File: src/rtl/axis_arb_pkg.sv
// axis_arb_pkg: shared state type and rotate-priority pick helper for AXIS arbiters
package axis_arb_pkg;
    typedef enum logic {ARB, XFER} arb_state_t;
    // first set bit searching ptr+1, ptr+2, ... modulo n; returns ptr when none is set
    function automatic int rr_next(input logic [31:0] valid, input int ptr, input int n);
        int idx;
        rr_next = ptr;
        for (int i = n; i >= 1; i--) begin
            idx = ptr + i;
            if (idx >= n) idx -= n;
            if (valid[idx[4:0]]) rr_next = idx;
        end
    endfunction
endpackage

File: src/rtl/axis_rr_pick.sv
// axis_rr_pick: combinational round-robin picker over a request vector
module axis_rr_pick
    import axis_arb_pkg::*;
#(
    parameter int N_PORTS = 4,
    localparam int ID_WIDTH = (N_PORTS > 1) ? $clog2(N_PORTS) : 1
) (
    input  logic [N_PORTS-1:0]  valid_i,
    input  logic [ID_WIDTH-1:0] ptr_i,
    output logic [ID_WIDTH-1:0] grant_idx_o,
    output logic                any_o
);
    assign any_o = |valid_i;
    assign grant_idx_o = ID_WIDTH'(rr_next(32'(valid_i), int'(ptr_i), N_PORTS));
endmodule

File: src/rtl/axis_rr_arbiter.sv
// axis_rr_arbiter: N-to-1 AXI4-Stream round-robin arbiter, packet/burst grants, registered output
module axis_rr_arbiter
    import axis_arb_pkg::*;
#(
    parameter int DATA_WIDTH = 32,
    parameter int N_PORTS = 4,
    parameter int MAX_BURST = 16,
    localparam int ID_WIDTH = (N_PORTS > 1) ? $clog2(N_PORTS) : 1
) (
    input  logic                            clk_i,
    input  logic                            arstn_i,
    input  logic [N_PORTS*DATA_WIDTH-1:0]   s_axis_tdata_i,
    input  logic [N_PORTS-1:0]              s_axis_tvalid_i,
    input  logic [N_PORTS-1:0]              s_axis_tlast_i,
    output logic [N_PORTS-1:0]              s_axis_tready_o,
    output logic [DATA_WIDTH-1:0]           m_axis_tdata_o,
    output logic                            m_axis_tlast_o,
    output logic [ID_WIDTH-1:0]             m_axis_tid_o,
    output logic                            m_axis_tvalid_o,
    input  logic                            m_axis_tready_i
);
    localparam int CW = $clog2(MAX_BURST + 1);

    arb_state_t state, state_next;
    logic [ID_WIDTH-1:0] grant, rr_ptr, win;
    logic [CW-1:0] beat_cnt;
    logic any, open, accept, release_grant;

    axis_rr_pick #(.N_PORTS(N_PORTS)) u_pick (
        .valid_i     (s_axis_tvalid_i),
        .ptr_i       (rr_ptr),
        .grant_idx_o (win),
        .any_o       (any)
    );

    // the output slot is free when empty or being drained this cycle
    assign open = (state == XFER) & (~m_axis_tvalid_o | m_axis_tready_i);
    assign accept = open & s_axis_tvalid_i[grant];
    assign release_grant = s_axis_tlast_i[grant] | (beat_cnt == CW'(MAX_BURST - 1));
    assign s_axis_tready_o = open ? N_PORTS'(1) << grant : '0;

    always_ff @(posedge clk_i or negedge arstn_i) begin
        if (!arstn_i) state <= ARB;
        else state <= state_next;
    end

    always_comb begin
        state_next = state;
        if (state == ARB) state_next = any ? XFER : ARB;
        else if (accept & release_grant) state_next = ARB;
    end

    always_ff @(posedge clk_i or negedge arstn_i) begin
        if (!arstn_i) begin
            grant <= '0;
            rr_ptr <= ID_WIDTH'(N_PORTS - 1);
            beat_cnt <= '0;
            m_axis_tdata_o <= '0;
            m_axis_tlast_o <= 1'b0;
            m_axis_tid_o <= '0;
            m_axis_tvalid_o <= 1'b0;
        end else begin
            if (state == ARB && any) begin
                grant <= win;
                rr_ptr <= win;
                beat_cnt <= '0;
            end else if (accept) begin
                beat_cnt <= release_grant ? '0 : beat_cnt + 1'b1;
            end
            if (accept) begin
                m_axis_tdata_o <= s_axis_tdata_i[grant*DATA_WIDTH +: DATA_WIDTH];
                m_axis_tlast_o <= s_axis_tlast_i[grant];
                m_axis_tid_o <= grant;
                m_axis_tvalid_o <= 1'b1;
            end else if (m_axis_tready_i) begin
                m_axis_tvalid_o <= 1'b0;
            end
        end
    end
endmodule

File: config.mk
export PLATFORM = sky130hd
export DESIGN_NAME = axis_rr_arbiter
export DESIGN_NICKNAME = d
export VERILOG_FILES = /design/src/rtl/axis_arb_pkg.sv /design/src/rtl/axis_rr_pick.sv /design/src/rtl/axis_rr_arbiter.sv
export SDC_FILE = /design/constraint.sdc
export NUM_CORES = 1
export LEC_CHECK = 0
export BUFFER_PORTS_ARGS = -buffer_cell sky130_fd_sc_hd__buf_2
export CORE_ASPECT_RATIO = 0.75
export CORE_MARGIN = 2
export CORE_UTILIZATION = 43
export CTS_BUF_LIST = sky130_fd_sc_hd__clkbuf_4
export CTS_CLUSTER_DIAMETER = 200
export DETAILED_ROUTE_END_ITERATION = 10
export PLACE_DENSITY = 0.83
export SYNTH_ARGS = -nofsm -noshare
export SYNTH_HDL_FRONTEND = slang
export SYNTH_SLANG_ARGS = --single-unit
File: constraint.sdc
create_clock -name clk_i -period 2.7 [get_ports clk_i]
set_input_delay 0.54 -clock clk_i [delete_from_list [all_inputs] [get_ports clk_i]]
set_output_delay 0.54 -clock clk_i [all_outputs]
set_load 0.1 [all_outputs]
==> impl_metrics.env <==
export IMPL_dp_hpwl_um=6510
export IMPL_cts_hold_buf=0
export IMPL_status="completed"
export IMPL_tritoncts="built"
export IMPL_clkSlewWorstSetupHoldPaths_ns=0.14
export IMPL_overflow=0
export IMPL_syn_area_um2=3090
export IMPL_rsz0062_at_grt="false"
export IMPL_ant_nets=0
export IMPL_initial_core_util_pct=44.8
export IMPL_track_usage_pct=21.2
export IMPL_avgSynthCellArea_um2=14.8
export IMPL_cp_slowest_stage_delay_ns=0.46
export IMPL_clockRootBuffer="clkbuf_4"
export IMPL_crit_arrival_ns=1.93
export IMPL_relSlewSlack_pct=50.8
export IMPL_cts_resized=0
export IMPL_max_freq_mhz=405
export IMPL_wl_um=8200
export IMPL_hold_class="in -> async"
export IMPL_hold_worst_slack_ns=0.228
export IMPL_diodes=0
export IMPL_vias_per_cell=5.32
export IMPL_startpoint_type="flop"
export IMPL_dieArea_um2=7880
export IMPL_design_core_area_um2=6900
export IMPL_wl_per_cell_um=17.0
export IMPL_regToRegEndpoint="grant[0]"
export IMPL_antenna_found_initial=0
export IMPL_slowest_stage="buf_4"
export IMPL_grt_pass1_wl_um=13000
export IMPL_r2r_start="rr_ptr[0]"
export IMPL_cp_max_fo=36
export IMPL_syn_nets=354
export IMPL_rows=26
export IMPL_drv_cap=0
export IMPL_path_cells="buf_4 > inv_1 > nor3_2 > buf_12"
export IMPL_insertion_delay_ns=0.36
export IMPL_port_buffers=178
export IMPL_critPathTopFamily="buffers and inverters"
export IMPL_clkSinkCount=46
export IMPL_gp_congestion=0.879
export IMPL_period_minus_slack_ns=2.47
export IMPL_fin_nets=529
export IMPL_die_h_um=77.4
export IMPL_htreeDepth=2
export IMPL_worstMarginPinSlew_ns=0.738
export IMPL_crit_buf_inv=3
export IMPL_hold_viol_final=0
export IMPL_synthCells=208
export IMPL_grt_pass1_vias=2780
export IMPL_grt_max_degree=37
export IMPL_dr_pass1_iters=4
export IMPL_syn2layout_area_growth_pct=34.4
export IMPL_layout_drive_gt1_share_pct=69.8
export IMPL_crit_type="reg -> out"
export IMPL_die_w_um=102
export IMPL_drt_iter0_markers=54
export IMPL_ios=179
export IMPL_worstRegToRegCells=6
export IMPL_finalSetupViolCount=0
export IMPL_cts_buffers=5
export IMPL_setup_worst_path_end_class="primary output"
export IMPL_route_detailed_drc=0
export IMPL_startpoint="grant[1]"
export IMPL_ys_seq_area_share_pct=37.4
export IMPL_skew_ns=0.0171
export IMPL_vias=2563
export IMPL_synth_cell_types=37
export IMPL_period_share_pct=91.5
export IMPL_required_ns=2.16
export IMPL_drv_slew=0
export IMPL_fillers=573
export IMPL_ys_ff_latch=46
export IMPL_yosys_warnings=0
export IMPL_cts_setup_buffers=0
export IMPL_r2r_slack_ns=0.36
export IMPL_max_clock_path_buffers=2
[worst max path at each step]
stage / end / slack [ns] / cells after the start
2_1_floorplan: s_axis_tready_o[1] / -0.31 / 3
6_report: s_axis_tready_o[2] / 0.23 / 4
5_1_grt: s_axis_tready_o[2] / 0.07 / 4
3_3_place_gp: grant[0] / 0.56 / 6
3_5_place_dp: grant[0] / 0.39 / 6
4_1_cts: s_axis_tready_o[2] / 0.17 / 4
[metal layers]
metal  vias to the layer above  share of wire, %  track usage (%)
met5                         -                 0                0
met1                      1242                40             26.0
li1                       1174                 -                -
met3                        12               8.4             4.77
met4                         0               1.4             6.00
met2                       135                50             37.3
[through the flow]
step                      setup TNS, ns  util [%]  area, um^2  std cells  worst slack [ns]
final                                 0      60.2        4150        482             0.230
after global routing                  0      60.2        4150        482            0.0662
after CTS                             0      60.2        4150        482             0.173
after detailed placement              0      59.0        4070        474             0.392
after global placement                0      59.0        4070        474             0.558
after floorplan                   -1.06         -        3100        208            -0.309
[state kept, by name, summed over array words and instances, names as in the netlist]
register and cells:
beat_cnt 5, state 1, m_axis_tvalid_o 1, grant 2, m_axis_tid_o 2, m_axis_tdata_o 32, rr_ptr 2, m_axis_tlast_o 1
[cells in the mapped netlist (all sizes together)]
cell type,instances,area [um^2]
o221ai,2,17.5
buf,10,116
nand4,4,25.0
a22oi,3,22.5
a211oi,2,15.0
ha,7,87.6
clkbuf,5,18.8
mux4,34,766
and3,1,6.26
nor2,5,18.8
or2,2,12.5
nor4,1,6.26
a22o,1,8.76
a21boi,2,15.0
a21oi,3,15.0
nand2,9,33.8
inv,4,15.0
dfrtp,44,1100
nor3,4,20.0
o21ai,4,20.0
nand2b,4,25.0
mux2i,2,20.0
mux2,37,533
dfstp,2,52.6
nand3b,1,7.51
or4,2,15.0
o2bb2ai,2,17.5
o31ai,1,7.51
a311o,1,10.0
nand3,8,52.6
o22ai,1,6.26
[logic make-up (layout without fill, tap and decap cells)]
kind of cell             Yosys count  in the layout  share of synthesized area, %
buffers and inverters             19            195                          4.86
AO/OA/AOI/OAI                     22             22                          5.02
adder cells (fa/ha/maj)            7              7                          2.84
multiplexers                      73             73                          42.7
AND/OR/NAND/NOR                   41             41                          7.21
flip-flops                        46             46                          37.4
[cell type report]
class                           count  area (um^2)  area share, %
Clock buffer                        6         45.0           1.09
Multi-Input combinational cell    143         1790           43.2
Tap cell                           98          123           2.96
Timing Repair Buffer              183          983           23.7
Sequential cell                    46         1150           27.8
Inverter                            4         15.0          0.362
Clock inverter                      2         33.8          0.814
[cells in the final DEF (no fill, tap or decap), drive strengths merged, types with 3 or more instances in the layout]
cell    instances
nand4           4
mux4           34
ha              7
inv             4
buf           183
nand2           9
nor2            5
clkbuf          6
nor3            4
mux2           37
nand2b          4
nand3           8
a21oi           3
a22oi           3
o21ai           4
dfrtp          44
Power is left out: the tool's default activity adds up to more than one toggle a clock period on the data nets, which glitch-free logic cannot reach.
